==> src/rtl/seq_alu.sv <==
// seq_alu: sequential ALU with single-cycle ops and an iterative multiplier.
// Define SEQ_ALU_DIV_EN to build the restoring divider for DIVU/REMU.
module seq_alu #(
    parameter int DATA_WIDTH    = 32,
    parameter int OPCODE_LENGTH = 4
) (
    input  logic                     clk,
    input  logic                     rst_n,
    input  logic                     in_valid,
    output logic                     in_ready,
    input  logic [DATA_WIDTH-1:0]    SrcA,
    input  logic [DATA_WIDTH-1:0]    SrcB,
    input  logic [OPCODE_LENGTH-1:0] Operation,
    input  logic                     flush,
    output logic                     out_valid,
    input  logic                     out_ready,
    output logic [DATA_WIDTH-1:0]    ALUResult
);

    localparam int W  = DATA_WIDTH;
    localparam int SW = $clog2(DATA_WIDTH);
    localparam logic [SW-1:0] LAST = SW'(W - 1);

    typedef enum logic [1:0] {
        IDLE,
        BUSY,
        DONE
    } state_t;

    state_t state;
    state_t state_nx;

    // acc: product / remainder, aux: multiplicand / divisor,
    // sh: multiplier / dividend shifting into quotient
    logic [W-1:0]  acc;
    logic [W-1:0]  aux;
    logic [W-1:0]  sh;
    logic [W-1:0]  res;
    logic [SW-1:0] cnt;

    logic [W-1:0]  acc_nx;
    logic [W-1:0]  aux_nx;
    logic [W-1:0]  sh_nx;
    logic [W-1:0]  fin;

    logic is_mul;
    logic is_div;
    logic iter_op;

`ifdef SEQ_ALU_DIV_EN
    logic       div_q;
    logic       rem_q;
    logic [W:0] rem_sh;
    logic [W:0] diff;
`endif

    function automatic logic [W-1:0] alu_fn(
        input logic [OPCODE_LENGTH-1:0] op,
        input logic [W-1:0]             a,
        input logic [W-1:0]             b
    );
        logic [SW-1:0] s;
        s = b[SW-1:0];
        alu_fn = '0;
        case (op)
            4'b0000: alu_fn = a & b;
            4'b0001: alu_fn = a | b;
            4'b0010: alu_fn = a + b;
            4'b0011: alu_fn = a - b;
            4'b0100: alu_fn = a ^ b;
            4'b0101: alu_fn = a << s;
            4'b0110: alu_fn = a >> s;
            4'b0111: alu_fn = $unsigned($signed(a) >>> s);
            4'b1000: alu_fn = {{(W-1){1'b0}}, a == b};
            4'b1001: alu_fn = {{(W-1){1'b0}}, a != b};
            4'b1010: alu_fn = {{(W-1){1'b0}}, $signed(a) < $signed(b)};
            4'b1011: alu_fn = {{(W-1){1'b0}}, a < b};
            4'b1100: alu_fn = '0;
`ifdef SEQ_ALU_DIV_EN
            // only reached here on a zero divisor
            4'b1101: alu_fn = '1;
            4'b1110: alu_fn = a;
`else
            4'b1101: alu_fn = '0;
            4'b1110: alu_fn = '0;
`endif
            4'b1111: alu_fn = {{(W-1){1'b0}}, $signed(a) >= $signed(b)};
            default: alu_fn = '0;
        endcase
    endfunction

    assign is_mul = (Operation == 4'b1100);
`ifdef SEQ_ALU_DIV_EN
    assign is_div = ((Operation == 4'b1101) || (Operation == 4'b1110))
                 && (SrcB != '0);
`else
    assign is_div = 1'b0;
`endif
    assign iter_op = is_mul | is_div;

    // one shift-add or restore step per BUSY cycle
    always_comb begin
        acc_nx = acc + (sh[0] ? aux : '0);
        aux_nx = aux << 1;
        sh_nx  = sh >> 1;
        fin    = acc_nx;
`ifdef SEQ_ALU_DIV_EN
        rem_sh = {acc, sh[W-1]};
        diff   = rem_sh - {1'b0, aux};
        if (div_q) begin
            aux_nx = aux;
            acc_nx = diff[W] ? rem_sh[W-1:0] : diff[W-1:0];
            sh_nx  = {sh[W-2:0], ~diff[W]};
            fin    = rem_q ? acc_nx : sh_nx;
        end
`endif
    end

    always_ff @(posedge clk or negedge rst_n) begin
        if (!rst_n) begin
            state <= IDLE;
        end else begin
            state <= state_nx;
        end
    end

    always_comb begin
        state_nx  = state;
        in_ready  = 1'b0;
        out_valid = 1'b0;
        unique case (state)
            IDLE: begin
                in_ready = 1'b1;
                if (in_valid) begin
                    state_nx = iter_op ? BUSY : DONE;
                end
            end
            BUSY: begin
                if (cnt == LAST) begin
                    state_nx = DONE;
                end
            end
            DONE: begin
                out_valid = 1'b1;
                if (out_ready) begin
                    state_nx = IDLE;
                end
            end
            default: state_nx = IDLE;
        endcase
        if (flush) begin
            state_nx = IDLE;
        end
    end

    always_ff @(posedge clk or negedge rst_n) begin
        if (!rst_n) begin
            acc <= '0;
            aux <= '0;
            sh  <= '0;
            cnt <= '0;
            res <= '0;
`ifdef SEQ_ALU_DIV_EN
            div_q <= 1'b0;
            rem_q <= 1'b0;
`endif
        end else if (flush) begin
            acc <= '0;
            aux <= '0;
            sh  <= '0;
            cnt <= '0;
            res <= '0;
`ifdef SEQ_ALU_DIV_EN
            div_q <= 1'b0;
            rem_q <= 1'b0;
`endif
        end else begin
            unique case (state)
                IDLE: begin
                    if (in_valid) begin
                        cnt <= '0;
                        if (is_mul) begin
                            acc <= '0;
                            aux <= SrcA;
                            sh  <= SrcB;
                        end else if (is_div) begin
                            acc <= '0;
                            aux <= SrcB;
                            sh  <= SrcA;
                        end else begin
                            res <= alu_fn(Operation, SrcA, SrcB);
                        end
`ifdef SEQ_ALU_DIV_EN
                        div_q <= is_div;
                        rem_q <= Operation[1];
`endif
                    end
                end
                BUSY: begin
                    if (cnt == LAST) begin
                        res <= fin;
                        acc <= '0;
                        aux <= '0;
                        sh  <= '0;
                        cnt <= '0;
                    end else begin
                        acc <= acc_nx;
                        aux <= aux_nx;
                        sh  <= sh_nx;
                        cnt <= cnt + 1'b1;
                    end
                end
                DONE: begin
                    if (out_ready) begin
                        res <= '0;
                    end
                end
                default: res <= '0;
            endcase
        end
    end

    assign ALUResult = res;

endmodule

==> config.mk <==
export PLATFORM = sky130hd
export DESIGN_NAME = seq_alu
export DESIGN_NICKNAME = d
export VERILOG_FILES = /design/src/rtl/seq_alu.sv
export SDC_FILE = /design/constraint.sdc
export NUM_CORES = 1
export LEC_CHECK = 0
export ABC_AREA = 0
export BUFFER_PORTS_ARGS = -buffer_cell sky130_fd_sc_hd__buf_2
export CAP_MARGIN = 20
export CORE_ASPECT_RATIO = 1.5
export CORE_MARGIN = 3
export CORE_UTILIZATION = 50
export CTS_CLUSTER_SIZE = 10
export DETAILED_ROUTE_END_ITERATION = 7
export GPL_TIMING_DRIVEN = 0
export PLACE_DENSITY = 0.66
export SLEW_MARGIN = 30
export SYNTH_ARGS = -nofsm -noshare
export SYNTH_HDL_FRONTEND = slang
export SYNTH_SLANG_ARGS = --single-unit
==> constraint.sdc <==
create_clock -name clk -period 4.56 [get_ports clk]
set_clock_uncertainty 0.1 [all_clocks]
set_input_delay 0.684 -clock clk [delete_from_list [all_inputs] [get_ports clk]]
set_output_delay 0.684 -clock clk [all_outputs]
set_load 0.05 [all_outputs]
# Yosys cells after proc, flatten, opt, wreduce, memory -nomap -nowiden
# Cells that the tools add are included.
# totals
input_bits,73
reg_bits,135
elab_cells,87
# classes
n_eq_ne,25
muxes,35
n_lt_le_gt_ge,3
shift,3
n_reduce_logical,8
addsub,4
bitwise,3
# ops
cell,n
$mux 32,17
$pmux 32 s14,1
$pmux 32 s2,3
$pmux 32 s3,1
$add 32x32->32,2
$lt 32x32->1,2
$and 32x32->32,1
$eq 32x32->1,1
$eq 4x4->1 const B,8
$ge 32x32->1,1
$ne 32x32->1,1
$or 32x32->32,1
$shl 32x5->32,1
$shr 32x5->32,1
$sshr 32x5->32,1
$sub 32x32->32,1
$xor 32x32->32,1
$mux 31,1
$eq 4x3->1 const B,4
$mux 5,3
$ne 3x3->1 const B,5
$mux 2,5
$pmux 5 s2,1
$eq 4x2->1 const B,2
14 further kinds,16

# Depth between registers and ports, before layout
# depth
ltp_word,7
depth_mapped,17
ltp_nobuf,13

# Worst setup path after synthesis
# Ideal clock, no wire load.
# synth_path
kind,input -> register
startpoint,in SrcB[3]
endpoint,"reg res[28], in the netlist ALUResult[28]"
path_slack_ps,-55
path_buffers,5
cell_stages,16
required_time_ps,4334
arrival_ps,4389
cell_sequence,clkbuf_1 inv_1 clkbuf_1 clkbuf_1 buf_1 ha_1 buf_12 or4_4 a311oi_2 o22ai_2 o221ai_2 a21oi_2 a221oi_2 o2111ai_1 nor3b_1 a221o_1
# synth_via
elab_chain_len,6
# synth_lines
element,line_no,source
start: declaration,12,"input logic [DATA_WIDTH-1:0] SrcB,"
$sub 32x32->32 (tied with other cells),69,4'b0011: alu_fn = a - b;
$pmux 32 s14 (*),65,case (op)
$mux 32 (*),182,if (is_mul) begin
$mux 32 (*),180,if (in_valid) begin
$pmux 32 s3 (*),178,unique case (state)
$mux 32 (*),167,end else if (flush) begin
end signal: assignment,191,"res <= alu_fn(Operation, SrcA, SrcB);"
end signal: assignment,201,res <= fin;
end: declaration,38,logic [W-1:0] res;
# Every way passes the cells marked *; elsewhere a longest branch is shown, timed or not. The select of a mux whose other input is x is not followed.
# A chain may end at the register's enable or synchronous reset.

# Worst setup path in the final report
# layout_path
startpoint,in SrcB[2]
endpoint,"reg res[10], in the netlist ALUResult[10]"
# Same word-level chain as after synthesis.

==> results.sh <==
export IMPL_status="complete, but fails checks"
export IMPL_violations="setup timing"
export IMPL_hold_path_class="in -> async"
export IMPL_dr_pass1_iters=6
export IMPL_fill_cells=3057
export IMPL_maxSlewHeadroom_pct=26.3
export IMPL_die_area_mm2=0.0356
export IMPL_worst_setup_path_start_kind="input port"
export IMPL_crit_path_end="ALUResult[10]"
export IMPL_layout_setup_ws_ps=-232
export IMPL_peakVddDrop_mv=0.272
export IMPL_timing_rr_end="ALUResult[28]"
export IMPL_cts_root_buf="clkbuf_16"
export IMPL_initial_core_util_pct=50.9
export IMPL_avgSynthCellArea_um2=7.97
export IMPL_p_comb_share_pct=47.0
export IMPL_finalSetupViolCount=5
export IMPL_p_per_area_mw_per_mm2=287
export IMPL_synth_edf_count=0
export IMPL_die_x_um=155
export IMPL_syn_area_mm2=0.0167
export IMPL_drt_iter0_drc=2327
export IMPL_core_rowCount=81
export IMPL_drv_slew=0
export IMPL_multi_input_area_mm2=0.0123
export IMPL_post_route_period_util_pct=105
export IMPL_clockBufferDepth=2
export IMPL_p_clk_share_pct=24.3
export IMPL_nets=2439
export IMPL_p_leak_uw=0.00799
export IMPL_ys_ff_latch=135
export IMPL_grt_pass1_vias=19200
export IMPL_seq_area_mm2=0.00338
export IMPL_worstPathArrival_ps=5010
export IMPL_ioPinCount=107
export IMPL_seq_area_frac_synth_pct=20.3
export IMPL_worst_slew_pin_slew_ps=1110
export IMPL_synth_nets=2313
export IMPL_critical_path_class="in -> reg"
export IMPL_clk_pin_slew_worst_paths_ps=60
export IMPL_reg2reg_depth=12
export IMPL_worstReg2RegStart="sh[0]"
export IMPL_ant_nets=0
export IMPL_dp_slack_ps=-1580
export IMPL_fmax_ghz=0.209
export IMPL_finalCoreUtilization_pct=56.6
export IMPL_post_drt_wl_per_cell_um=32.2
export IMPL_r2r_slack_ps=200
export IMPL_area_growth_pct=11.2
export IMPL_synth_main_ff_cell="dfrtp_1"
export IMPL_hpwl_um=67500
export IMPL_viasPerCell=7.23
export IMPL_drt_wl_total_um=85300
export IMPL_switching_share_pct=46.4
export IMPL_yosysWarnings=0
export IMPL_placed_cell_area_mm2=0.0178
export IMPL_crit_required_ps=4780
export IMPL_cts_buffers=17
export IMPL_worstSkewPairLatency_ps=450
export IMPL_final_area_mm2=0.0185
export IMPL_drive_gt1_share_pct=13.7
export IMPL_grt_overflow=0
export IMPL_power_switching_uw=2460
export IMPL_portBuffers=105
export IMPL_p_int_uw=2850
export IMPL_grt_max_degree=88
export IMPL_async_flop_share_pct=100
export IMPL_num_vias=19100
export IMPL_critPathLaunch="SrcB[2]"
export IMPL_drcViolationCount=0
export IMPL_cts_tree="built"
export IMPL_cp_max_fo=10
export IMPL_grt_pass1_wl_um=123000
export IMPL_grt_use_total_pct=46.7
export IMPL_antenna_found_initial=5
export IMPL_coreArea_mm2=0.0327
export IMPL_maxCapViolCount=0
export IMPL_pwr_share_seq_pct=28.8
export IMPL_dp_cells=2612
export IMPL_syn_inst=2089
export IMPL_hold_slack_ps=38.9
export IMPL_stdcell_count=2646
export IMPL_die_h_um=230
export IMPL_report_final_hold_viol_count=0
export IMPL_gp_congestion=1.08
export IMPL_period_needed_ps=4790
export IMPL_clock_sinks=135
export IMPL_rsz0062_at_grt="true"
export IMPL_critPathCaptureType="flip-flop"
export IMPL_ys_types=92
export IMPL_cts_htree_levels=4
-- final cells by class --
cell class | count | area share (%)
plain buffers | 152 | 3.99
diodes | 3 | 0.0405
clock inverters | 13 | 0.547
well taps | 415 | 2.80
inverters | 104 | 2.14
multi-input cells | 1694 | 66.6
clock buffers | 19 | 2.39
repair buffers | 111 | 3.23
flip-flops and latches | 135 | 18.2
-- logic make-up after synthesis --
family                     Yosys count  synth area share [%]
muxes                              106                  10.9
adders and majority gates          151                  11.5
AOI/OAI and AO/OA                  781                  31.2
xor gates and xnor gates            40                  2.10
and+or+nand+nor                    616                  17.3
DFF                                135                  20.3
buffers and inverters              260                  6.72
-- worst min path at each step --
stage,startpoint,endpoint,slack [ps],cells after the start
4_1_cts,rst_n,ALUResult[2],60,1
3_5_place_dp,sh[3],sh[3],370,2
3_3_place_gp,sh[3],sh[3],360,2
5_1_grt,rst_n,acc[7],80,1
6_report,rst_n,acc[7],40,1
2_1_floorplan,rst_n,ALUResult[0],290,0
-- placed cells by master (no fill, tap or decap), types with 19 or more instances in the layout --
cell	netlist	final
and2_1	35	35
inv_1	100	100
o21bai_1	20	20
nor2_1	194	193
ha_1	148	148
mux2i_1	33	33
a31oi_1	26	23
a22o_1	35	35
o21ai_0	180	177
nand2_1	188	188
a22oi_1	42	42
buf_2	15	119
nor3b_1	38	37
mux4_2	58	58
o31ai_1	44	44
o221ai_1	19	19
clkbuf_1	108	101
a211oi_1	29	28
nand3_1	27	27
dfrtp_1	135	135
nor3_1	41	37
xnor2_1	30	30
a21o_1	26	26
a21oi_1	182	179
-- registers in the layout, summed over array words and instances (netlist names) --
| signal | cells |
|---|---|
| aux | 32 |
| cnt | 5 |
| acc | 32 |
| state | 2 |
| sh | 32 |
| ALUResult | 32 |
-- timing repair --
| item | 4_1_cts | 5_1_grt |
|---|---|---|
| pin swaps | 0 | 2 |
| hold buffers | 0 | 0 |
| setup endpoints to repair | 28 | 17 |
| gates resized for setup | 20 | 18 |
| endpoints found under the hold margin | 0 | 0 |
| buffers inserted | 0 | 3 |
-- power groups by stage --
stage	clock network, uW	logic (uW)	registers (uW)
final	1290	2490	1530
after global routing	1330	2610	1540
after CTS	1280	2370	1520
after detailed placement	0	2350	1540
after global placement	0	2320	1530
after floorplan	0	1360	1640
-- per-stage QoR --
step           total power [uW]  setup TNS [ps]
2_1_floorplan              3000               0
3_3_place_gp               3840          -34730
3_5_place_dp               3890          -34470
4_1_cts                    5160               0
5_1_grt                    5480            -103
6_report                   5310            -364
-- Yosys cell counts, types with 6 or more instances --
| cell | instances | area, um2 |
|---|---|---|
| nor3_1 | 41 | 205 |
| and3_1 | 8 | 50.1 |
| nand2b_1 | 18 | 113 |
| a2111oi_0 | 9 | 78.8 |
| a22o_1 | 35 | 307 |
| xnor2_1 | 30 | 263 |
| o221ai_1 | 19 | 166 |
| o21bai_1 | 20 | 150 |
| dfrtp_1 | 135 | 3380 |
| a221oi_1 | 11 | 96.3 |
| mux4_2 | 58 | 1310 |
| nor2_1 | 194 | 728 |
| a21oi_1 | 182 | 911 |
| and2_1 | 35 | 219 |
| or3_1 | 11 | 68.8 |
| buf_4 | 7 | 52.6 |
| o22ai_1 | 19 | 119 |
| ha_1 | 148 | 1850 |
| xor2_1 | 10 | 87.6 |
| nand2_1 | 188 | 706 |
| a22oi_1 | 42 | 315 |
| nand3_1 | 27 | 135 |
| nor3b_1 | 38 | 285 |
| a31oi_1 | 26 | 163 |
| inv_1 | 100 | 375 |
| o21a_1 | 16 | 120 |
| a221o_1 | 15 | 150 |
| nand4_1 | 13 | 81.3 |
| o21ai_0 | 180 | 901 |
| nor4_1 | 11 | 68.8 |
| a211oi_1 | 29 | 218 |
| buf_2 | 15 | 75.1 |
| mux2_2 | 14 | 158 |
| buf_1 | 14 | 52.6 |
| buf_6 | 11 | 124 |
| clkbuf_1 | 108 | 405 |
| a311oi_1 | 6 | 52.6 |
| nor2b_1 | 16 | 100 |
| o31ai_1 | 44 | 330 |
| a21o_1 | 26 | 195 |
| mux2i_1 | 33 | 330 |
| o21ai_1 | 8 | 40.0 |
| a211o_1 | 12 | 105 |
| o211ai_1 | 15 | 113 |
-- metal layers --
layer / wire length [um] / vias to the layer above / track usage, % / share of wire (%)
li1: - / 8057 / - / -
met1: 26900 / 9165 / 47.6 / 32
met5: 8 / - / 0 / 0.0094
met2: 39400 / 1341 / 75.3 / 46
met3: 8030 / 556 / 11.2 / 9.4
met4: 10900 / 2 / 47.8 / 13
-- critical path, stage by stage --
cell and delay [ps]:
buf_2 100, buf_4 250, buf_1 620, clkbuf_1 730, clkbuf_1 690, o22a_1 220, nor2_1 120, o21ai_0 880
a31oi_1 350, a221o_1 340
(Power assumes the default switching activity.)
